<file path="src/rtl/iterative_alu.sv">
// Multi-cycle ALU: single-cycle logic/arith ops plus iterative shift-add multiply and restoring divide.
// Optional {C,V,N,Z} flags output is built only when ALU_FLAGS_EN is defined.
module iterative_alu #(
    parameter int WIDTH = 16,
    parameter int CNT_W = $clog2(WIDTH) + 1
) (
    input  logic             clk,
    input  logic             reset,
    input  logic             start,
    input  logic [3:0]       opcode,
    input  logic [WIDTH-1:0] operand1,
    input  logic [WIDTH-1:0] operand2,
    output logic             busy,
    output logic             done,
    output logic [WIDTH-1:0] result,
    output logic [WIDTH-1:0] result_hi,
    output logic             div_by_zero
`ifdef ALU_FLAGS_EN
    ,
    output logic [3:0]       flags
`endif
);

    typedef enum logic [0:0] {IDLE = 1'b0, ITER = 1'b1} state_t;

    localparam logic [WIDTH-1:0] ZERO_W   = {WIDTH{1'b0}};
    localparam logic [WIDTH-1:0] ONES_W   = {WIDTH{1'b1}};
    localparam logic [WIDTH-1:0] ONE_W    = {{(WIDTH-1){1'b0}}, 1'b1};
    localparam logic [CNT_W-1:0] CNT_LOAD = CNT_W'(WIDTH);
    localparam logic [CNT_W-1:0] CNT_ONE  = {{(CNT_W-1){1'b0}}, 1'b1};

    state_t           state_r;
    logic [CNT_W-1:0] cnt_r;
    logic             is_div_r;
    logic [WIDTH-1:0] opnd_r;
    logic [WIDTH-1:0] acc_r;
    logic [WIDTH-1:0] lo_r;

    logic [WIDTH-1:0] sc_res_s;
    logic [WIDTH-1:0] sc_hi_s;
    logic             sc_dbz_s;
    logic             iter_op_s;

    logic [WIDTH:0]   mul_sum_s;
    logic [WIDTH:0]   div_shift_s;
    logic [WIDTH:0]   div_trial_s;
    logic [WIDTH-1:0] step_acc_s;
    logic [WIDTH-1:0] step_lo_s;

    // Single-cycle result and classification of the requested opcode
    always_comb begin
        sc_res_s  = ZERO_W;
        sc_hi_s   = ZERO_W;
        sc_dbz_s  = 1'b0;
        iter_op_s = 1'b0;
        case (opcode)
            4'h0: sc_res_s = operand1 + operand2;
            4'h1: sc_res_s = operand1 - operand2;
            4'h2: iter_op_s = 1'b1;
            4'h3: begin
                if (operand2 == ZERO_W) begin
                    sc_res_s = ONES_W;
                    sc_hi_s  = operand1;
                    sc_dbz_s = 1'b1;
                end else begin
                    iter_op_s = 1'b1;
                end
            end
            4'h4: sc_res_s = {operand1[WIDTH-2:0], 1'b0};
            4'h5: sc_res_s = {1'b0, operand1[WIDTH-1:1]};
            4'h6: sc_res_s = {operand1[WIDTH-2:0], operand1[WIDTH-1]};
            4'h7: sc_res_s = {operand1[0], operand1[WIDTH-1:1]};
            4'h8: sc_res_s = operand1 & operand2;
            4'h9: sc_res_s = operand1 | operand2;
            4'hA: sc_res_s = operand1 ^ operand2;
            4'hB: sc_res_s = ~(operand1 | operand2);
            4'hC: sc_res_s = ~(operand1 & operand2);
            4'hD: sc_res_s = ~(operand1 ^ operand2);
            4'hE: sc_res_s = (operand1 > operand2) ? ONE_W : ZERO_W;
            4'hF: sc_res_s = (operand1 == operand2) ? ONE_W : ZERO_W;
            default: sc_res_s = ZERO_W;
        endcase
    end

    // One iteration step: acc_r holds the partial product high half / partial remainder,
    // lo_r holds the multiplier being shifted out / dividend being replaced by quotient bits
    always_comb begin
        mul_sum_s   = {1'b0, acc_r} + (lo_r[0] ? {1'b0, opnd_r} : {1'b0, ZERO_W});
        div_shift_s = {acc_r, lo_r[WIDTH-1]};
        div_trial_s = div_shift_s - {1'b0, opnd_r};
        if (is_div_r) begin
            if (div_trial_s[WIDTH]) begin
                step_acc_s = div_shift_s[WIDTH-1:0];
                step_lo_s  = {lo_r[WIDTH-2:0], 1'b0};
            end else begin
                step_acc_s = div_trial_s[WIDTH-1:0];
                step_lo_s  = {lo_r[WIDTH-2:0], 1'b1};
            end
        end else begin
            step_acc_s = mul_sum_s[WIDTH:1];
            step_lo_s  = {mul_sum_s[0], lo_r[WIDTH-1:1]};
        end
    end

`ifdef ALU_FLAGS_EN
    logic       sc_c_s;
    logic       sc_v_s;
    logic [3:0] sc_flags_s;
    logic [3:0] it_flags_s;

    // Flag generation; carry/borrow derived by magnitude compare to avoid a wide adder copy
    always_comb begin
        sc_c_s = 1'b0;
        sc_v_s = 1'b0;
        case (opcode)
            4'h0: begin
                sc_c_s = (sc_res_s < operand1);
                sc_v_s = (operand1[WIDTH-1] == operand2[WIDTH-1]) && (sc_res_s[WIDTH-1] != operand1[WIDTH-1]);
            end
            4'h1: begin
                sc_c_s = (operand1 < operand2);
                sc_v_s = (operand1[WIDTH-1] != operand2[WIDTH-1]) && (sc_res_s[WIDTH-1] != operand1[WIDTH-1]);
            end
            4'h4: sc_c_s = operand1[WIDTH-1];
            4'h5: sc_c_s = operand1[0];
            default: begin
                sc_c_s = 1'b0;
                sc_v_s = 1'b0;
            end
        endcase
        sc_flags_s = {sc_c_s, sc_v_s, sc_res_s[WIDTH-1], (sc_res_s == ZERO_W)};
        it_flags_s = {(!is_div_r) && (step_acc_s != ZERO_W), 1'b0, step_lo_s[WIDTH-1], (step_lo_s == ZERO_W)};
    end
`endif

    // Control FSM, iteration datapath and registered outputs
    always_ff @(posedge clk or posedge reset) begin
        if (reset) begin
            state_r     <= IDLE;
            cnt_r       <= {CNT_W{1'b0}};
            is_div_r    <= 1'b0;
            opnd_r      <= ZERO_W;
            acc_r       <= ZERO_W;
            lo_r        <= ZERO_W;
            busy        <= 1'b0;
            done        <= 1'b0;
            result      <= ZERO_W;
            result_hi   <= ZERO_W;
            div_by_zero <= 1'b0;
`ifdef ALU_FLAGS_EN
            flags       <= 4'b0000;
`endif
        end else begin
            done <= 1'b0;
            case (state_r)
                IDLE: begin
                    if (start) begin
                        if (iter_op_s) begin
                            state_r  <= ITER;
                            busy     <= 1'b1;
                            cnt_r    <= CNT_LOAD;
                            is_div_r <= (opcode == 4'h3);
                            opnd_r   <= operand2;
                            lo_r     <= operand1;
                            acc_r    <= ZERO_W;
                        end else begin
                            done        <= 1'b1;
                            result      <= sc_res_s;
                            result_hi   <= sc_hi_s;
                            div_by_zero <= sc_dbz_s;
`ifdef ALU_FLAGS_EN
                            flags       <= sc_flags_s;
`endif
                        end
                    end
                end
                ITER: begin
                    acc_r <= step_acc_s;
                    lo_r  <= step_lo_s;
                    cnt_r <= cnt_r - CNT_ONE;
                    if (cnt_r == CNT_ONE) begin
                        state_r     <= IDLE;
                        busy        <= 1'b0;
                        done        <= 1'b1;
                        result      <= step_lo_s;
                        result_hi   <= step_acc_s;
                        div_by_zero <= 1'b0;
`ifdef ALU_FLAGS_EN
                        flags       <= it_flags_s;
`endif
                    end
                end
                default: begin
                    state_r <= IDLE;
                    busy    <= 1'b0;
                end
            endcase
        end
    end

endmodule

</file>
<file path="config.mk">
export PLATFORM = sky130hd
export DESIGN_NAME = iterative_alu
export DESIGN_NICKNAME = d
export VERILOG_FILES = /design/src/rtl/iterative_alu.sv
export SDC_FILE = /design/constraint.sdc
export NUM_CORES = 1
export LEC_CHECK = 0
export BUFFER_PORTS_ARGS = -buffer_cell sky130_fd_sc_hd__buf_2
export CAP_MARGIN = 20
export CORE_AREA = 5 5 126 128
export CTS_CLUSTER_DIAMETER = 150
export DETAILED_ROUTE_END_ITERATION = 10
export DIE_AREA = 0 0 131 133
export PLACE_DENSITY_LB_ADDON = 0.15
export SLEW_MARGIN = 20
export SYNTH_ARGS = -nofsm -noshare
export SYNTH_HDL_FRONTEND = slang
export SYNTH_SLANG_ARGS = --single-unit
</file>
<file path="constraint.sdc">
create_clock -name clk -period 6.1 [get_ports clk]
set_input_delay 1.22 -clock clk [delete_from_list [all_inputs] [get_ports clk]]
set_output_delay 1.22 -clock clk [all_outputs]
set_load 0.05 [all_outputs]
</file>
==> out/results.tsv <==
metric	value	unit
crit path cell chain	buf_2, nor2b_1, a21oi_2, nand2_1, nor2_1, nor2_2, clkinv_1, buf_4, nand3_1, a21o_1, nand3_1	
most frequent cells in the layout	nand2_1 (134), nor2_1 (92), dfrtp_1 (90), ha_1 (89)	
Overflow after GRT	0	
Crit. End Element	flip-flop	
most common cell after layout, fill and taps aside	nand2_1	
row count	45	
Worst Skew	0.00569	ns
core area	0.0148	mm²
Final min period	3.96	ns
CP top delay family	buffers and inverters	
Critical Path End	result_hi[1]$_DFFE_PP0P_	
largest area contributor in the synthesized netlist	dfrtp_1	
Bufs on Longest Clock Path	2	
Routability Congestion	0.982	
R2R depth	12	
type of the worst min-delay path	flip-flop to flip-flop	
setup TNS	0	ns
Slew HR	31.0	%
share of the synthesized area in the top cell type	24.3	%
H-tree depth	3	
Final Setup Violations	0	
# IOs	74	
CTS tree	yes	
Post-Synthesis Cell Area	0.00927	mm²
layout cell share with drive strength beyond 1	12.5	%
MaxCap Viol Count	0	
CP max stage cell	buf_2	
leak pwr	4.54	nW
Area growth syn-to-layout	6.95	%
CP most frequent cell	nand3_1	
Slew @ Worst Pin	1.03	ns
clk sinks	90	
IO buf count	73	
# Post-CTS Setup Buffers	0	
Synth area leaders	dfrtp_1 (24%), ha_1 (12%), nand2_1 (5.4%), a21oi_1 (4.6%), o21ai_0 (4.6%)	
DIE AREA	0.0174	mm²
DRT iter0 DRCs	867	
hpwl dp	21600	µm
Nets	1329	
Psw	2.68	mW
vias	9329	
CP Max Fanout	41	
Fin Hold WS	0.481	ns
Die Y	133	µm
Post-CTS Resized	0	
number of antenna violations at the first check in global routing	0	
Seq/Total Area, Yosys	24.3	%
Async S/R FF share, synth	100	%
vias in the first global route	8732	
most used flip-flop cell after synthesis	dfrtp_1	
RSZ-0062 raised after global routing	no	
RR Endpoint	result_hi[5]$_DFFE_PP0P_	
worst setup path class	input pin to flip-flop	
Die W	131	µm
CTS hold repair buffers	0	
post-route ant nets	0	
Post-synth EDFFs	0	
Yosys cell types	84	
Initial Util	62.8	%
first-pass GRT wire length	46500	µm
final hold violations	0	
Yosys warning total	0	
Clk pwr share	9.9	%
Routed WL	29000	µm
Peak VDD IR	0.233	mV
WP data required	6.33	ns
Final Cycle Share	64.9	%
DR pass1 iterations	5	
largest net degree at the start of global routing	60	
Worst Slack Setup Final	2.14	ns
via-per-instance ratio	6.72	
outcome	complete, no violations	
Net Count, Synth	1303	
antenna fix cells	0	
flop-to-flop setup slack	2.53	ns
drc violations	0	
Place WS	1.84	ns
crit start category	input pin	
switch share	51.2	%
mean post-synth cell area	7.91	µm²
Fmax	253	MHz
Seq cells post-synth	90	
CP startpoint	opcode[1]	
combinational fraction of design power	68.6	%
CTS buffer count	9	
worst skew pair latency	0.35	ns
clk root buf	clkbuf_16	
Final Slew Violations	0	
GRT Overall Usage	33.3	%
Int Power	2.55	mW
pwr/cell area	528	mW/mm²
Crit. path cell count	11	
clock transition at the registers of the reported paths	0.06	ns
Gate Count Post-Synth	1171	
Buffers & Inverters on Critical Path	3	
critical path arrival	4.19	ns
Reg2Reg Launch Point	lo_r[15]$_DFFE_PP0P_	
Flop pwr share	21.5	%
DR WL/cell	20.9	µm
Crit path largest cell delay	0.59	ns
[worst reg2reg max path, cell delays in order, from the launching register on]
cell and delay [ns]:
dfrtp_1 0.40, inv_1 0.11, ha_1 0.19, inv_1 0.06
fa_1 0.45, a211oi_2 0.31, o211a_4 0.24, nor3_1 0.08
or3_4 0.42, nand3_4 0.25, mux2_2 0.39, o21ai_0 0.40
a31oi_1 0.14
[per-stage QoR]
stage	instance area, µm²	power (mW)	instances	utilization, %
detailed placement	9640	4.65	1374	65.3
CTS	9910	5.20	1389	67.2
floorplan	9270	3.87	1171	-
global placement	9640	4.59	1374	65.3
global route	9910	5.60	1389	67.2
finish	9910	5.23	1389	67.2
[state kept, by name, summed over array words and instances (netlist names)]
register	cells
opnd_r	16
state_r	1
lo_r	16
div_by_zero	1
acc_r	16
done	1
result_hi	16
cnt_r	5
is_div_r	1
result	16
busy	1
[power groups by stage]
stage | Combinational [mW] | Sequential (mW) | Clock [mW]
floorplan | 2.44 | 1.43 | 0
global placement | 3.47 | 1.12 | 0
detailed placement | 3.52 | 1.13 | 0
CTS | 3.56 | 1.12 | 0.522
global route | 3.89 | 1.16 | 0.550
finish | 3.59 | 1.12 | 0.520
[layout make-up]
class,count,area (µm²)
clock buffer,13,260
timing repair buffer,82,433
clock inverter,2,12.5
multi-input combinational,933,6410
tap,188,235
inverter,81,307
fill,1339,4840
sequential,90,2250
[logic make-up (layout without fill, tap and decap cells)]
logic type	Yosys count	count (layout)	synth area share, %
muxes	54	54	6.14
and+or+nand+nor	370	370	19.1
DFF	90	90	24.3
buffers and inverters	148	178	6.53
AOI/OAI and AO/OA	389	389	28.4
adders and majority gates	93	93	12.9
xor gates and xnor gates	27	27	2.55
[cell usage after synthesis, types with 16 or more instances]
cell type    n
a31oi_1     18
o22ai_1     17
buf_2       16
dfrtp_1     90
and2_1      19
nand3_1     22
mux2_2      23
clkbuf_1    43
ha_1        89
a21o_1      22
nor2_1      93
nand2_1    134
mux2i_1     31
a21oi_1     85
xnor2_1     20
o21ai_0     85
inv_1       80
[worst min-delay path by stage]
stage                          from                    to  slack (ns)  cells after the start
3_3_place_gp       busy$_DFFE_PP0P_      busy$_DFFE_PP0P_        0.46                      1
6_report           busy$_DFFE_PP0P_      busy$_DFFE_PP0P_        0.48                      1
5_1_grt            busy$_DFFE_PP0P_      busy$_DFFE_PP0P_        0.49                      1
4_1_cts            busy$_DFFE_PP0P_      busy$_DFFE_PP0P_        0.48                      1
3_5_place_dp       busy$_DFFE_PP0P_      busy$_DFFE_PP0P_        0.47                      1
2_1_floorplan  acc_r[4]$_DFFE_PP0P_  acc_r[4]$_DFFE_PP0P_        0.49                      2
[layer usage]
metal | GRT usage, % | routed length (µm) | up-vias
met5 | 0 | 0 | -
met1 | 45.3 | 11800 | 4426
li1 | - | - | 4336
met2 | 53.3 | 13900 | 484
met4 | 11.9 | 986 | 0
met3 | 5.09 | 2380 | 83
(Power assumes the default switching activity.)
